File: config.mk
export PLATFORM = sky130hd
export DESIGN_NAME = operand_input_fifo
export DESIGN_NICKNAME = d
export VERILOG_FILES = /design/src/rtl/operand_input_fifo.sv
export SDC_FILE = /design/constraint.sdc
export NUM_CORES = 1
export LEC_CHECK = 0
export BUFFER_PORTS_ARGS = -buffer_cell sky130_fd_sc_hd__buf_2
export CAP_MARGIN = 10
export CORE_MARGIN = 4
export CORE_UTILIZATION = 33
export CTS_CLUSTER_SIZE = 28
export DETAILED_ROUTE_END_ITERATION = 7
export PLACE_DENSITY_LB_ADDON = 0.15
export SLEW_MARGIN = 30
export SYNTH_ARGS = -nofsm -noshare
export SYNTH_HDL_FRONTEND = slang
export SYNTH_SLANG_ARGS = --single-unit
File: constraint.sdc
create_clock -name clk -period 3.04 [get_ports clk]
set_input_delay 0.152 -clock clk [delete_from_list [all_inputs] [get_ports clk]]
set_output_delay 0.152 -clock clk [all_outputs]
set_load 0.01 [all_outputs]
File: src/rtl/operand_input_fifo.sv
// operand_input_fifo
//   Staging buffer for multiplicand/multiplier pairs in front of the Booth multiplier
//   core. It holds up to DEPTH pairs and hands them over in strict arrival order,
//   with a valid/ready handshake on both sides.
//
// Ports
//   clk, reset_n            clock (rising edge), asynchronous active-low reset
//   flush                   synchronous clear of all stored pairs
//   in_valid/in_ready       producer handshake; in_mcand/in_mplier carry the pair
//   out_valid/out_ready     consumer handshake; out_mcand/out_mplier show the oldest pair
//                           (both are zero when out_valid is low)
//   count, full, empty      occupancy, 0..DEPTH
//
// Configuration
//   OPFIFO_BYPASS_EN        If defined, an incoming pair is shown on the outputs in the
//                           same cycle when the buffer is empty. If the consumer takes it
//                           in that cycle, the pair passes straight through and is never
//                           written to storage.

module operand_input_fifo #(
    parameter  int unsigned WIDTH = 16,
    parameter  int unsigned DEPTH = 4,  // power of 2, >= 2
    localparam int unsigned CNT_W = $clog2(DEPTH + 1)
) (
    input  logic             clk,
    input  logic             reset_n,
    input  logic             flush,
    input  logic             in_valid,
    output logic             in_ready,
    input  logic [WIDTH-1:0] in_mcand,
    input  logic [WIDTH-1:0] in_mplier,
    output logic             out_valid,
    input  logic             out_ready,
    output logic [WIDTH-1:0] out_mcand,
    output logic [WIDTH-1:0] out_mplier,
    output logic [CNT_W-1:0] count,
    output logic             full,
    output logic             empty
);

    localparam int unsigned PTR_W = $clog2(DEPTH);

    logic [2*WIDTH-1:0] mem_q [DEPTH];
    logic [PTR_W-1:0]   wr_ptr_q, rd_ptr_q;
    logic [CNT_W-1:0]   count_q;

    logic push;     // pair written into storage
    logic pop_mem;  // oldest stored pair handed to the consumer
    logic bypass;   // empty buffer, incoming pair presented directly

    // Occupancy flags come from the count only; the pointers alone cannot tell
    // full from empty.
    assign full     = (count_q == CNT_W'(DEPTH));
    assign empty    = (count_q == '0);
    assign count    = count_q;
    // in_ready does not look at out_ready, so a full buffer never accepts a
    // push, even in a cycle where it pops.
    assign in_ready = !full && !flush;

`ifdef OPFIFO_BYPASS_EN
    assign bypass = empty && in_valid && !flush;
`else
    assign bypass = 1'b0;
`endif

    always_comb begin
        out_valid  = !empty || bypass;
        out_mcand  = '0;
        out_mplier = '0;
        if (!empty) begin
            {out_mcand, out_mplier} = mem_q[rd_ptr_q];
        end else if (bypass) begin
            out_mcand  = in_mcand;
            out_mplier = in_mplier;
        end
    end

    // A bypassed pair that is taken in the same cycle is never written.
    assign push    = in_valid && in_ready && !(bypass && out_ready);
    assign pop_mem = !empty && out_ready && !flush;

    always_ff @(posedge clk or negedge reset_n) begin
        if (!reset_n) begin
            wr_ptr_q <= '0;
            rd_ptr_q <= '0;
            count_q  <= '0;
        end else if (flush) begin
            wr_ptr_q <= '0;
            rd_ptr_q <= '0;
            count_q  <= '0;
        end else begin
            if (push) begin
                wr_ptr_q <= wr_ptr_q + 1'b1;
            end
            if (pop_mem) begin
                rd_ptr_q <= rd_ptr_q + 1'b1;
            end
            unique case ({push, pop_mem})
                2'b10:   count_q <= count_q + CNT_W'(1);
                2'b01:   count_q <= count_q - CNT_W'(1);
                default: count_q <= count_q;
            endcase
        end
    end

    // Storage has no reset; its contents are only read when count is nonzero.
    always_ff @(posedge clk) begin
        if (push) begin
            mem_q[wr_ptr_q] <= {in_mcand, in_mplier};
        end
    end

endmodule

==> metrics.cfg, run 1 <==
[outcome]
outcome=finished, final reports clean

[yosys]
synthXorXnorAreaFrac_pct=0.796
syn-num-nets=300
synth_top_cell_by_area=edfxtp_1
synth_top_area_share_pct=71.9
synth-simple-area-share_pct=6.74
syn_area_um2=5350
synth-edff-count=128
synth.distinct_cells=31
syn_inst=258
synth_ff_type=edfxtp_1
async_flop_share_pct=5.19
yosysWarnings=0
synthAdderAreaFrac_pct=1.31
ys_seq_area_share_pct=75.2
synth_common_cells=128 x edfxtp_1, 37 x and2_1, 32 x mux4_2
synth_top_family_by_area=multiplexers
syn_area_per_cell_um2=20.7
synth.most_common_cell=edfxtp_1
synth_compound_area_share_pct=0.702
synth_area_leaders=edfxtp_1 72%, mux4_2 13%, and2_1 4.3%
muxShareOfSynthArea_pct=13.9
ys_ff_latch=135

[worst_setup_path]
required_ns=3.37
worst_setup_path_start_kind=flip-flop
criticalPathCategory=flip-flop to flip-flop
endpoint_kind=flip-flop
crit_chain=nor3b_2, nor3b_4, nor3_1, fa_1, nor4_1, o21ai_0, a31oi_1
slowest_delay_ns=0.52
cp_max_fo=9
crit_arrival_ns=2.58
crit_path_top_delay_cell=dfrtp_1

[clock_network]
htreeDepth=4
root_buffer=clkbuf_16
clockBufferDepth=2
cts_num_sinks=135
clk_pin_slew_worst_paths_ns=0.06
clk_latency_ns=0.41
cts_tree=built
cts_inserted_buffers=17

[power]
ir_drop_uv=771
powerDensity_nw_per_um2=848
intPower_mw=4.44
p_sw_mw=1.52
p_comb_share_pct=23.4
power_frac_seq_pct=37.3
p_leak_nw=2.52
switching_share_pct=25.5
clkPwrFrac_pct=39.3

[floorplanning]
rows=46
core_area_um2=15900
start_util_pct=33.6
die-area_um2=18300
ios=76
die_width_um=135
die_h_um=135

[place]
portBuffers=75
dpl.cell_count=546
dp_hpwl_um=6520
gp_congestion=0.724
pre_cts_ws_ns=0.788

[grt]
gr-total-overflow=0
antenna_found_initial=0
grt_pass1_vias=2996
grt_first_pass_wirelength_um=16600
grtUsageTotal_pct=12.3
grt_max_degree=36

[final_layout]
fin_cells=611
layout.nets=424
num_antenna_cells=0
drive_above_1_share_pct=39.7
regArea_um2=4020
area_delta_synth_final_pct=31.6
layout.core_utilization_pct=44.3
multi_input_area_um2=1260
n_fill_cell=1456

[timing]
timing.clock.skew_ns=0.00948
setup_viol=0
fmax_ghz=0.445
finalWorstPathRequiredPeriod_ns=2.25
slew_headroom_pct=66.8
fin_crit_sh_pct=73.9
finalHoldViolCount=0
slew_viol_final=0
worst_pin_slew_ns=0.498
rsz0062_at_grt=no
final.setup.tns_ns=0
finalWorstSetupSlack_ns=0.793

[drt]
drtIter0Drc=139
drtPass1Iterations=4
postRouteAntennaNets=0
vias_per_cell=4.41
wl_per_cell_um=17.2
vias=2692
drc_errors=0
finalWirelength_um=10500

[worst_hold_path]
hold_class=input port to flip-flop

[job]
maxCapViolations=0

[repair_timing]
| item | in CTS | in global routing |
|---|---|---|
| gates resized for setup | 0 | 0 |
| hold endpoints to repair | 135 | 0 |
| setup buffers | 0 | 0 |
| hold buffers | 33 | 0 |
[registers in the layout (all words and copies together), names as in the netlist]
signal	count
rd_ptr_q	2
wr_ptr_q	2
count	3
mem_q	128
[layer usage]
metal,vias up,global-route usage [%],share of wire [%]
met1,1359,16.0,45
met2,59,19.8,50
met5,-,0,0
li1,1270,-,-
met3,4,4.42,4.3
met4,0,3.02,0.38
[cell type report]
class / instances / area share (%)
clock buffer: 17 / 6.05
clock inverter: 15 / 3.65
inverter: 3 / 0.160
multi-input combinational: 107 / 17.9
sequential: 135 / 57.2
tap: 216 / 3.84
timing repair buffer: 118 / 11.3
[metrics by stage]
step	hold WS (ns)	instance area [um2]	power [mW]
after global routing	0.0668	7040	6.28
after detailed placement	0.000791	6020	3.69
after floorplan	-0.144	5350	3.15
after global placement	0.00225	6020	3.67
final	0.0744	7040	5.97
after CTS	0.0624	7040	6.07
[power by group through the flow]
stage / combinational (mW) / sequential (mW) / clock, mW
detailed placement: 1.42 / 2.26 / 0
global route: 1.56 / 2.24 / 2.48
floorplan: 0.904 / 2.24 / 0
CTS: 1.46 / 2.23 / 2.38
global placement: 1.41 / 2.26 / 0
finish: 1.40 / 2.23 / 2.34
[final timing paths]
path / start / endpoint / slack (ns) / cells after the start
setup / recovery: count[0] / count[2] / 0.79 / 7
hold / removal: flush / rd_ptr_q[0] / 0.07 / 2
setup reg to reg: count[0] / count[2] / 0.79 / 7
hold reg to reg: wr_ptr_q[0] / wr_ptr_q[0] / 0.61 / 2
max in group asynchronous: reset_n / rd_ptr_q[1] / 2.76 / 2
min in group asynchronous: reset_n / count[2] / 0.11 / 2
[placed cells by master, fill, tap and decap left out, types with 4 or more instances in the layout]
master / n
ha_1: 4
and2_1: 33
buf_4: 9
and2_2: 4
buf_2: 75
nor2_1: 6
dlygate4sd3_1: 33
clkbuf_16: 17
mux4_2: 32
bufinv_16: 7
edfxtp_1: 128
dfrtp_1: 5
[logic make-up (layout without fill, tap and decap cells)]
| family | after synthesis | count (layout) |
|---|---|---|
| flops | 135 | 135 |
| simple gates | 58 | 58 |
| mux | 34 | 34 |
| buf+inv | 16 | 153 |
| compound gates | 6 | 6 |
| fa+ha+maj | 5 | 5 |
| xor+xnor | 4 | 4 |
[critical path: cells and delay by family (launching register included)]
kind	cells	cell delay (ns)
simple gates	4	0.90
compound gates	2	0.30
flops	1	0.52
fa+ha+maj	1	0.45
(Power assumes the default switching activity.)
==> run 2, diff against run 1 <==
Settings changed: ABC_AREA from default to 1.
Clock period 3.04 ns to 2 ns, I/O delays scaled along.
==> run 2 against run 1 <==
  * Setup slack worse by 0.66 ns
  * Clock skew shrank 0.0041 ns
  * Die area grew 1.8%
  * Final cell count rose by 30%
  * Clock power rose by 12%
  * Global-route usage is 2.1 points higher
  * Sequential share of layout area down 1.0 points
  * Register-to-register slack got worse by 0.64 ns
  * Combinational power is 34% lower
  * Critical path type is now flip-flop to output port
  * Largest cell class unchanged
==> metrics.cfg, run 2 <==
[outcome]
outcome=finished, final reports clean

[timing]
rsz0062_at_grt=no
slew_headroom_pct=70.0  ; +3.2 points
finalWorstPathRequiredPeriod_ns=1.87
timing.clock.skew_ns=0.00543  ; -0.00405 ns
finalWorstSetupSlack_ns=0.128  ; -0.665 ns
finalHoldViolCount=0  ; unchanged
setup_viol=0  ; unchanged
slew_viol_final=0  ; unchanged
worst_pin_slew_ns=0.450  ; -0.0481 ns
fmax_ghz=0.534
final.setup.tns_ns=0  ; unchanged
fin_crit_sh_pct=93.6

[power]
powerDensity_nw_per_um2=946  ; +12%
p_leak_nw=2.71  ; +7.7%
ir_drop_uv=584  ; -24%

[final_layout]
layout_common_cells=128 x nor2_1, 128 x edfxtp_1, 75 x buf_2
drive_above_1_share_pct=25.1  ; -15 points
multi_input_area_um2=1300  ; +3.2%
num_antenna_cells=0  ; unchanged
n_fill_cell=1512  ; +3.8%
layout.core_utilization_pct=44.8  ; +0.49 points
largest_register_ffs=128  ; unchanged
top_register=mem_q
layout.nets=612  ; +44%
area_delta_synth_final_pct=31.6  ; about the same
regArea_um2=4020  ; unchanged

[clock_network]
cts_tree=built
clockBufferDepth=2  ; unchanged
clk_pin_slew_worst_paths_ns=0.05  ; about the same
root_buffer=clkbuf_16
cts_num_sinks=135  ; unchanged
clk_latency_ns=0.41  ; about the same
htreeDepth=4  ; unchanged
cts_inserted_buffers=17  ; unchanged

[drt]
drtIter0Drc=147  ; +5.8%
vias_per_cell=4.57  ; +3.8%
finalWirelength_um=12600  ; +20%
drtPass1Iterations=5  ; +1
vias=3644  ; +35%
wl_per_cell_um=15.9  ; -7.9%
drc_errors=0  ; unchanged
postRouteAntennaNets=0  ; unchanged

[yosys]
syn_area_per_cell_um2=12.3  ; -40%
syn_inst=441  ; +71%
yosysWarnings=0  ; unchanged
synth_compound_area_share_pct=9.70  ; +9.0 points
synth_area_leaders=edfxtp_1 71%, nor2_1 9.1%, o21ai_1 3.9%
synth_top_area_share_pct=70.6  ; -1.3 points
muxShareOfSynthArea_pct=0  ; -14 points
synth_top_cell_by_area=edfxtp_1
syn_area_um2=5450  ; +1.9%
synth_common_cells=132 x nor2_1, 128 x edfxtp_1, 42 x o21ai_1
synth-edff-count=128  ; unchanged
async_flop_share_pct=5.19  ; unchanged
ys_seq_area_share_pct=73.8  ; -1.4 points
synthXorXnorAreaFrac_pct=0.161  ; -0.64 points
synth_ff_type=edfxtp_1
synth-simple-area-share_pct=11.9  ; +5.1 points
synthAdderAreaFrac_pct=1.29  ; -0.024 points
synth.distinct_cells=23  ; -26%
synth_top_family_by_area=simple AND/OR/NAND/NOR gates
ys_ff_latch=135  ; unchanged
synth.most_common_cell=nor2_1
syn-num-nets=483  ; +61%

[place]
dp_hpwl_um=7650  ; +17%
portBuffers=75  ; unchanged
gp_congestion=0.851  ; +18%
pre_cts_ws_ns=0.0238  ; -0.764 ns

[worst_setup_path]
crit_path_top_delay_cell=dfrtp_2
crit_arrival_ns=1.77  ; -0.81 ns
crit_start=rd_ptr_q[1]
slowest_delay_ns=0.42  ; -0.10 ns
endpoint_kind=output port
crit_chain=buf_4, nor2_1, o21ai_0, a21oi_1, buf_2
regToRegSetupSlack_ns=0.15  ; -0.64 ns
worst_setup_path_start_kind=flip-flop
crit_end=out_mcand[0]
reg2reg_depth=13  ; +6
timing.rr.end=count[2]
required_ns=1.90  ; -1.47 ns
r2r_start=count[0]
criticalPathCategory=flip-flop to output port
cp_max_fo=32  ; +23

[floorplanning]
core_area_um2=16000  ; +0.72%
die_h_um=136  ; +0.88%
die_width_um=136  ; +0.88%
ios=76  ; unchanged
die-area_um2=18600  ; +1.8%
start_util_pct=34.0  ; +0.38 points
rows=46  ; unchanged

[grt]
grtUsageTotal_pct=14.4  ; +2.1 points
antenna_found_initial=0  ; unchanged
grt_max_degree=50  ; +39%
grt_pass1_vias=3606  ; +20%
gr-total-overflow=0  ; unchanged
grt_first_pass_wirelength_um=19900  ; +20%

[job]
maxCapViolations=0  ; unchanged

[worst_hold_path]
hold_class=input port to flip-flop

==> run 2: changes by cell type after synthesis, sizes merged, moves of 10 or more <==
| cell | change |
|---|---|
| and2 | -37 |
| a21oi | +36 |
| nand2 | +10 |
| mux4 | -32 |
| o21ai | +66 |
| nor2 | +128 |
| inv | +12 |
==> run 2: worst min path at each step <==
| stage | slack, ns | from | cells past startpoint | to |
|---|---|---|---|---|
| floorplan | -0.20 | reset_n | 0 | count[0] |
| global placement | -0.05 | reset_n | 1 | count[2] |
| detailed placement | -0.05 | reset_n | 1 | count[2] |
| CTS | 0.02 | in_valid | 3 | wr_ptr_q[1] |
| global route | 0.06 | in_valid | 3 | wr_ptr_q[1] |
| finish | 0.04 | in_valid | 3 | wr_ptr_q[1] |
==> run 2: stage by stage <==
step,std cells,hold WS (ns),instance area [um2],power [mW]
finish,797,0.0351,7160,6.78
global route,797,0.0607,7160,7.10
CTS,795,0.0192,7110,6.86
detailed placement,730,-0.0489,6270,4.15
global placement,730,-0.0542,6270,4.15
floorplan,441,-0.196,5460,3.76
==> run 2: layout make-up <==
type | count | area share [%]
clock buffers | 19 | 6.04
multi-input cells | 267 | 18.1
repair buffers | 134 | 14.3
well taps | 216 | 3.77
clock inverters | 11 | 0.873
inverters | 15 | 0.821
flip-flops and latches | 135 | 56.1
==> run 2: routing by layer <==
layer  part of all wire [%]  global-route usage [%]
met1                     45                    18.2
met2                     50                    23.3
met3                    3.9                    4.59
met4                    1.2                    4.98
met5                      0                       0
==> run 2: logic make-up after synthesis <==
logic type / count (synthesis)
compound gates: 104
xor+xnor: 1
fa+ha+maj: 5
buf+inv: 39
flops: 135
simple gates: 157
==> run 2: what timing repair did <==
action                                  CTS  global route
endpoints found under the setup margin    8            16
resized for setup                         0             5
buffers inserted                          1             1
endpoints found under the hold margin   136             0
hold buffers                             34             0
pin swaps                                 0             2
gates cloned                              0             1
==> run 2: critical path, delay by kind of cell, from the launching register on <==
| kind | cells | cell delay [ns] |
|---|---|---|
| compound gates | 2 | 0.32 |
| flops | 1 | 0.42 |
| buf+inv | 2 | 0.47 |
| simple gates | 1 | 0.15 |
==> run 2: power by group <==
part / switching, mW / internal (mW)
logic: 0.564 / 0.362
clock network: 1.08 / 1.54
registers: 0.0347 / 3.20
total: 1.67 / 5.11
